## src/rtl/regfile_wb_sched.sv

```systemverilog
// Writeback scheduler for a single-write-port register file: round-robin ALU/MEM
// arbitration, one-cycle write stage, busy scoreboard and RAW/WAW decode stall.
module regfile_wb_sched #(
  parameter int DATA_W = 32,
  parameter int ADDR_W = 5,
  parameter int NREG   = 2 ** ADDR_W
) (
  input  logic              clk,
  input  logic              reset,
  input  logic              iss_valid,
  input  logic [ADDR_W-1:0] iss_dst,
  input  logic [ADDR_W-1:0] iss_src1,
  input  logic [ADDR_W-1:0] iss_src2,
  output logic              iss_stall,
  input  logic              alu_valid,
  output logic              alu_ready,
  input  logic [ADDR_W-1:0] alu_addr,
  input  logic [DATA_W-1:0] alu_data,
  input  logic              mem_valid,
  output logic              mem_ready,
  input  logic [ADDR_W-1:0] mem_addr,
  input  logic [DATA_W-1:0] mem_data,
  output logic              rf_we,
  output logic [ADDR_W-1:0] rf_a3,
  output logic [DATA_W-1:0] rf_wd,
  output logic [NREG-1:0]   busy,
  output logic              err_spur
);

  typedef enum logic {
    SRC_ALU = 1'b0,
    SRC_MEM = 1'b1
  } src_e;

  src_e              rr_q, rr_d;
  logic [NREG-1:0]   busy_q, busy_d;
  logic              rf_we_q, rf_we_d;
  logic [ADDR_W-1:0] rf_a3_q, rf_a3_d;
  logic [DATA_W-1:0] rf_wd_q, rf_wd_d;
  logic              err_q, err_d;

  logic              alu_xfer;
  logic              mem_xfer;
  logic              xfer;
  logic [ADDR_W-1:0] xfer_addr;
  logic [DATA_W-1:0] xfer_data;
  logic              iss_fire;

  // Hazard check reads only the scoreboard, so a stalled decode never waits on itself.
  always_comb begin
    iss_stall = iss_valid & (busy_q[iss_src1] | busy_q[iss_src2] | busy_q[iss_dst]);
    iss_fire  = iss_valid & ~iss_stall & (iss_dst != '0);
  end

  // Under contention the source that did not win last time is granted.
  always_comb begin
    alu_ready = alu_valid & (~mem_valid | (rr_q == SRC_MEM));
    mem_ready = mem_valid & (~alu_valid | (rr_q == SRC_ALU));
    alu_xfer  = alu_valid & alu_ready;
    mem_xfer  = mem_valid & mem_ready;
    xfer      = alu_xfer | mem_xfer;
    xfer_addr = mem_xfer ? mem_addr : alu_addr;
    xfer_data = mem_xfer ? mem_data : alu_data;
  end

  always_comb begin
    rr_d    = rr_q;
    rf_we_d = 1'b0;
    rf_a3_d = rf_a3_q;
    rf_wd_d = rf_wd_q;
    err_d   = err_q;
    if (xfer) begin
      rr_d = mem_xfer ? SRC_MEM : SRC_ALU;
      // Writes to r0 are consumed here and never reach the register file.
      if (xfer_addr != '0) begin
        rf_we_d = 1'b1;
        rf_a3_d = xfer_addr;
        rf_wd_d = xfer_data;
        if (!busy_q[xfer_addr]) begin
          err_d = 1'b1;
        end
      end
    end
  end

  // Per-register scoreboard: clear on commit, set on issue, set wins on a collision.
  generate
    for (genvar gi = 0; gi < NREG; gi++) begin : g_busy
      if (gi == 0) begin : g_zero
        always_comb busy_d[gi] = 1'b0;
      end else begin : g_reg
        always_comb begin
          busy_d[gi] = busy_q[gi];
          if (rf_we_q && (rf_a3_q == ADDR_W'(gi))) begin
            busy_d[gi] = 1'b0;
          end
          if (iss_fire && (iss_dst == ADDR_W'(gi))) begin
            busy_d[gi] = 1'b1;
          end
        end
      end
    end
  endgenerate

  always_ff @(posedge clk) begin
    if (reset) begin
      rr_q    <= SRC_ALU;
      busy_q  <= '0;
      rf_we_q <= 1'b0;
      rf_a3_q <= '0;
      rf_wd_q <= '0;
      err_q   <= 1'b0;
    end else begin
      rr_q    <= rr_d;
      busy_q  <= busy_d;
      rf_we_q <= rf_we_d;
      rf_a3_q <= rf_a3_d;
      rf_wd_q <= rf_wd_d;
      err_q   <= err_d;
    end
  end

  assign rf_we    = rf_we_q;
  assign rf_a3    = rf_a3_q;
  assign rf_wd    = rf_wd_q;
  assign busy     = busy_q;
  assign err_spur = err_q;

endmodule

```

## config.mk

```make
export PLATFORM = sky130hd
export DESIGN_NAME = regfile_wb_sched
export DESIGN_NICKNAME = d
export VERILOG_FILES = /design/src/rtl/regfile_wb_sched.sv
export SDC_FILE = /design/constraint.sdc
export NUM_CORES = 1
export LEC_CHECK = 0
export BUFFER_PORTS_ARGS = -buffer_cell sky130_fd_sc_hd__buf_2
export CAP_MARGIN = 20
export CORE_ASPECT_RATIO = 1.1
export CORE_MARGIN = 2
export CORE_UTILIZATION = 35
export CTS_BUF_LIST = sky130_fd_sc_hd__clkbuf_4
export DETAILED_ROUTE_END_ITERATION = 8
export PLACE_DENSITY = 0.66
export SLEW_MARGIN = 20
export SYNTH_ARGS = -nofsm -noshare
export SYNTH_HDL_FRONTEND = slang
export SYNTH_SLANG_ARGS = --single-unit
```

## constraint.sdc

```tcl
create_clock -name clk -period 3.9 [get_ports clk]
set_input_delay 1.17 -clock clk [delete_from_list [all_inputs] [get_ports clk]]
set_output_delay 1.17 -clock clk [all_outputs]
set_load 0.02 [all_outputs]
```

After elaboration in Yosys (flattened, before gate mapping):

Index checks and enable logic that the tools add are counted.

* register bits: 72

* $lt $le $gt $ge: 4
* equal/unequal tests: 62
* mux-type cells: 74
* bitwise operators: 18
* reduce and logical (&&, ||, !) cells: 98

Operators by type and width (number)
* 5-bit equality test (second input constant): 32
* 5-bit by 4-bit equality test with 1-bit output (second input constant): 16
* 1-bit two-way mux: 68
* 1-bit logical AND: 62
* 2-bit nonzero test: 31
* 5-bit by 3-bit equality test with 1-bit output (second input constant): 8
* 32-bit two-way mux: 1
* 5-bit by 6-bit < comparator with 1-bit output (second input constant): 4
* 1-bit binary-select mux with 5-bit select: 4
* 5-bit by 2-bit equality test with 1-bit output (second input constant): 4
* 5-bit by 1-bit equality test with 1-bit output (second input constant): 2
* 5-bit nonzero test: 2
* 1-bit AND: 7
* 1-bit NOT: 6
* 5-bit two-way mux: 1
* 1-bit bitwise OR: 5
* 3-bit AND reduction: 1
* 2-bit AND reduction: 1
* 2-bit OR reduction: 1

Longest topological paths before layout:

* word-level depth: 10
* gate-level depth with buffers: 9
* mapped depth without buffers: 7

Least setup slack after synthesis:

OpenSTA, ideal clock, no wires.

* path type: input -> output
* start: input iss_src2[1]
* end: output iss_stall
* arrival: 2.746 ns
* required time: 2.730 ns
* slack: -0.016 ns
* cell stages on the path: 7
* cells stage by stage: buf_2 mux4_2 mux2i_1 nor3b_1 and4bb_2 nand3_4 and2_1

* longest elaborated chain between the ends: 5

RTL lines
* start, declared: line 13 `input logic [ADDR_W-1:0] iss_src2,`
* 1-bit binary-select mux with 5-bit select: line 51 `iss_stall = iss_valid & (busy_q[iss_src1] | busy_q[iss_src2] | busy_q[iss_dst]);`
* 1-bit two-way mux (implied by the code): line 51
* 1-bit bitwise OR (2 in series): line 51
* 1-bit AND: line 51
* end, declared: line 14 `output logic iss_stall,`

Every way passes these cells. The select of a mux whose other input is x is not followed.

Worst setup path in the final report:

Same ends and word-level chain as after synthesis.

==> flow_metrics.tcl <==
set metrics [dict create \
    fin_nets 827 \
    yosysTopAreaCellShare 0.3024 \
    synth_top_cell_by_area "dfxtp_1" \
    r2r_cells 7 \
    yosysWarningCount 0 \
    grt_max_degree 71 \
    hold_end "rf_wd[0]" \
    tightestPinTransition_ps 862.8 \
    die_y_um 125.5 \
    rsz0062_at_grt "yes" \
    hp-start "rf_wd[0]" \
    viasPerCell 5.932 \
    numCtsBuffers 9 \
    synth_ff_type "dfxtp_1" \
    clk_pin_slew_worst_paths_ps 120 \
    io_pins 168 \
    hold_path_class "flip-flop to flip-flop" \
    fillers 1284 \
    synth.avg_cell_area_um2 8.187 \
    final_antenna_net_count 0 \
    drc_errors 0 \
    utilization 0.4562 \
    grt_pass1_vias 5191 \
    synth_top_family_by_area "simple AND/OR/NAND/NOR gates" \
    finalCritPeriodShare 0.9918 \
    slew_violations 0 \
    syn_area_um2 4700 \
    rows 44 \
    grt_overflow 0 \
    whs_ps 504.6 \
    synth_cell_types 63 \
    place_hpwl_um 13080 \
    yosysSeqAreaShare 0.3024 \
    min_path_cells 2 \
    r2r_start "rr_q" \
    met3_length_um 1410 \
    setup_viol 0 \
    coreArea_um2 13160 \
    synth_compound_area_frac 0.2175 \
    highest_layer "met4" \
    grt_pass1_wl_um 28440 \
    dp_slack_ps -126.9 \
    crit_path_start_kind "input pin" \
    area_growth_pct 27.72 \
    cp_max_fo 5 \
    ir_drop_mv 0.1168 \
    die_w_um 114.5 \
    insertion_delay_ps 450 \
    port_buffers 166 \
    drive_above_1_share 0.3523 \
    worstPathRequired_ps 2730 \
    setup_tns_ps 0 \
    synthArstFlopShare 0 \
    synth_cells 574 \
    crit_type "input pin to primary output" \
    synth-xor-area-share 0 \
    dr.pass1.iters 5 \
    wl_met2_um 8717 \
    wl_um 18180 \
    cp.arrival_ps 2700 \
    cts_max_path_buffers 2 \
    min_period_ps 3868 \
    end_kind "primary output" \
    synthAdderAreaFrac 0 \
    synth_edf_count 0 \
    slew_headroom 0.4204 \
    power.density_nw_per_um2 302.8 \
    maxCapViolCount 0 \
    antenna_found_initial 1 \
    htree_levels 3 \
    r2r_setup_slack_ps 1550 \
    drt_iter0_drc 566 \
    p_leak_nw 2.586 \
    synth_area_leaders "dfxtp_1, mux4_2, nand2_1" \
    setup_slack_ps 31.93 \
    tritoncts "done" \
    ys_ff_latch 71 \
    hold_viol 0 \
    die_area_um2 14370 \
    fin_skew_ps 15.15 \
    grt_use_total 0.2528 \
    synth-simple-area-share 0.2449 \
    max_clock_freq_mhz 258.5 \
    cts_root_buf "clkbuf_4" \
    vias 5339 \
    synth_nets 668 \
    regToRegEndpoint "rf_wd[24]" \
    met1_length_um 7241 \
    routedWlPerCell_um 20.20 \
    initial_core_util 0.3572 \
    synthMuxAreaShare 0.1707 \
    cts.sinks 71 \
    gp_congestion 0.9999 \
    outcome "completed" \
]
-- synthesized netlist by cell type, types with 2 or more instances --
library cell,n
o311ai_0,8
buf_2,17
a21oi_1,4
nor2_1,53
dfxtp_1,71
clkbuf_1,29
buf_1,2
nand4b_1,2
o21ai_0,2
nand2b_1,7
a311oi_1,34
nor3b_1,4
o211ai_1,14
o221ai_1,2
nor3_1,13
mux2i_1,30
nand4_1,4
o31ai_1,6
mux2_1,2
a211oi_1,11
nor2b_1,9
nand2_1,111
a22oi_1,2
mux2_2,2
inv_1,11
buf_6,3
nand3b_1,5
a31oi_1,3
and3_1,4
o21ai_1,24
a21boi_0,2
a221oi_1,5
and2_1,3
nand3_1,27
buf_4,2
mux4_2,19
-- metal layers --
metal  GRT usage  vias to the layer above
met5           0                        -
met4      0.1420                        0
met3     0.05235                       73
met2      0.4003                      264
met1      0.3179                     2544
li1            -                     2458
-- through the flow --
stage | power (W) | cell area [um^2] | instances
after floorplan | 0.001103 | 4716 | 574
after global placement | 0.001263 | 5759 | 882
after detailed placement | 0.001273 | 5759 | 882
after CTS | 0.001823 | 5966 | 899
after global routing | 0.001908 | 6002 | 900
final | 0.001818 | 6002 | 900
-- report_power, final --
| part | total [W] | switching [W] | internal (W) |
|---|---|---|---|
| Sequential | 0.000807 | 0.0000407 | 0.000766 |
| Clock | 0.000545 | 0.000281 | 0.000265 |
| Combinational | 0.000465 | 0.000283 | 0.000182 |
| Total | 0.00182 | 0.000604 | 0.00121 |
-- cells by family after synthesis --
family,count (synthesis)
simple gates,249
flops,71
mux,55
compound gates,132
other cells,1
buf+inv,66
-- worst max-delay path: stages --
cell and delay [ps]:
buf_6 100, mux4_2 490, mux2i_1 190, nor3b_1 70, and4bb_2 330, nand3_4 70
and2_4 150, buf_6 120
-- cell usage in the layout (no fill, tap or decap), drive strengths merged, types with 2 or more instances in the layout --
master,count
inv,12
nor3,14
buf,201
nor3b,4
clkinv,3
clkbuf,10
a21boi,3
nand4,5
bufinv,2
mux2,5
o311ai,8
a21oi,4
o211ai,14
o21ai,26
mux2i,31
a2111oi,2
nand3,28
mux4,19
clkinvlp,2
a211oi,11
a31oi,3
o31ai,7
and2,3
nand3b,5
nor2b,9
nand2,111
and3,4
nand4b,2
a22oi,3
a311oi,34
nor2,53
dfxtp,71
a221oi,5
nand2b,7
o221ai,2
-- worst max path at each step --
stage | startpoint | to | cells past startpoint
finish | iss_src2[1] | iss_stall | 8
global route | iss_dst[0] | iss_stall | 8
CTS | iss_dst[1] | iss_stall | 9
detailed placement | iss_src2[1] | iss_stall | 8
global placement | iss_src2[1] | iss_stall | 8
floorplan | iss_src1[0] | iss_stall | 7
-- layout make-up --
cell class	instances	area, um^2	share of cell area
diodes	1	2.502	0.0004169
clock buffers	10	75.07	0.01251
clock inverters	6	85.08	0.01418
inverters	13	48.80	0.008130
multi-input cells	437	3030	0.5049
flip-flops and latches	71	1421	0.2368
well taps	161	201.4	0.03356
repair buffers	201	1137	0.1895
-- repair_timing --
action                     in CTS  in global routing
gates resized for setup        12                  9
setup endpoints to repair       1                  1
pin swaps                       4                  7
setup buffers                   1                  0
hold buffers                    0                  0
cloned                          0                  0
-- state kept, by name, summed over array words and instances (netlist names) --
signal    cells
err_spur      1
rf_wd        32
rf_we         1
rf_a3         5
busy         31
rr_q          1
(Power assumes the default switching activity.)
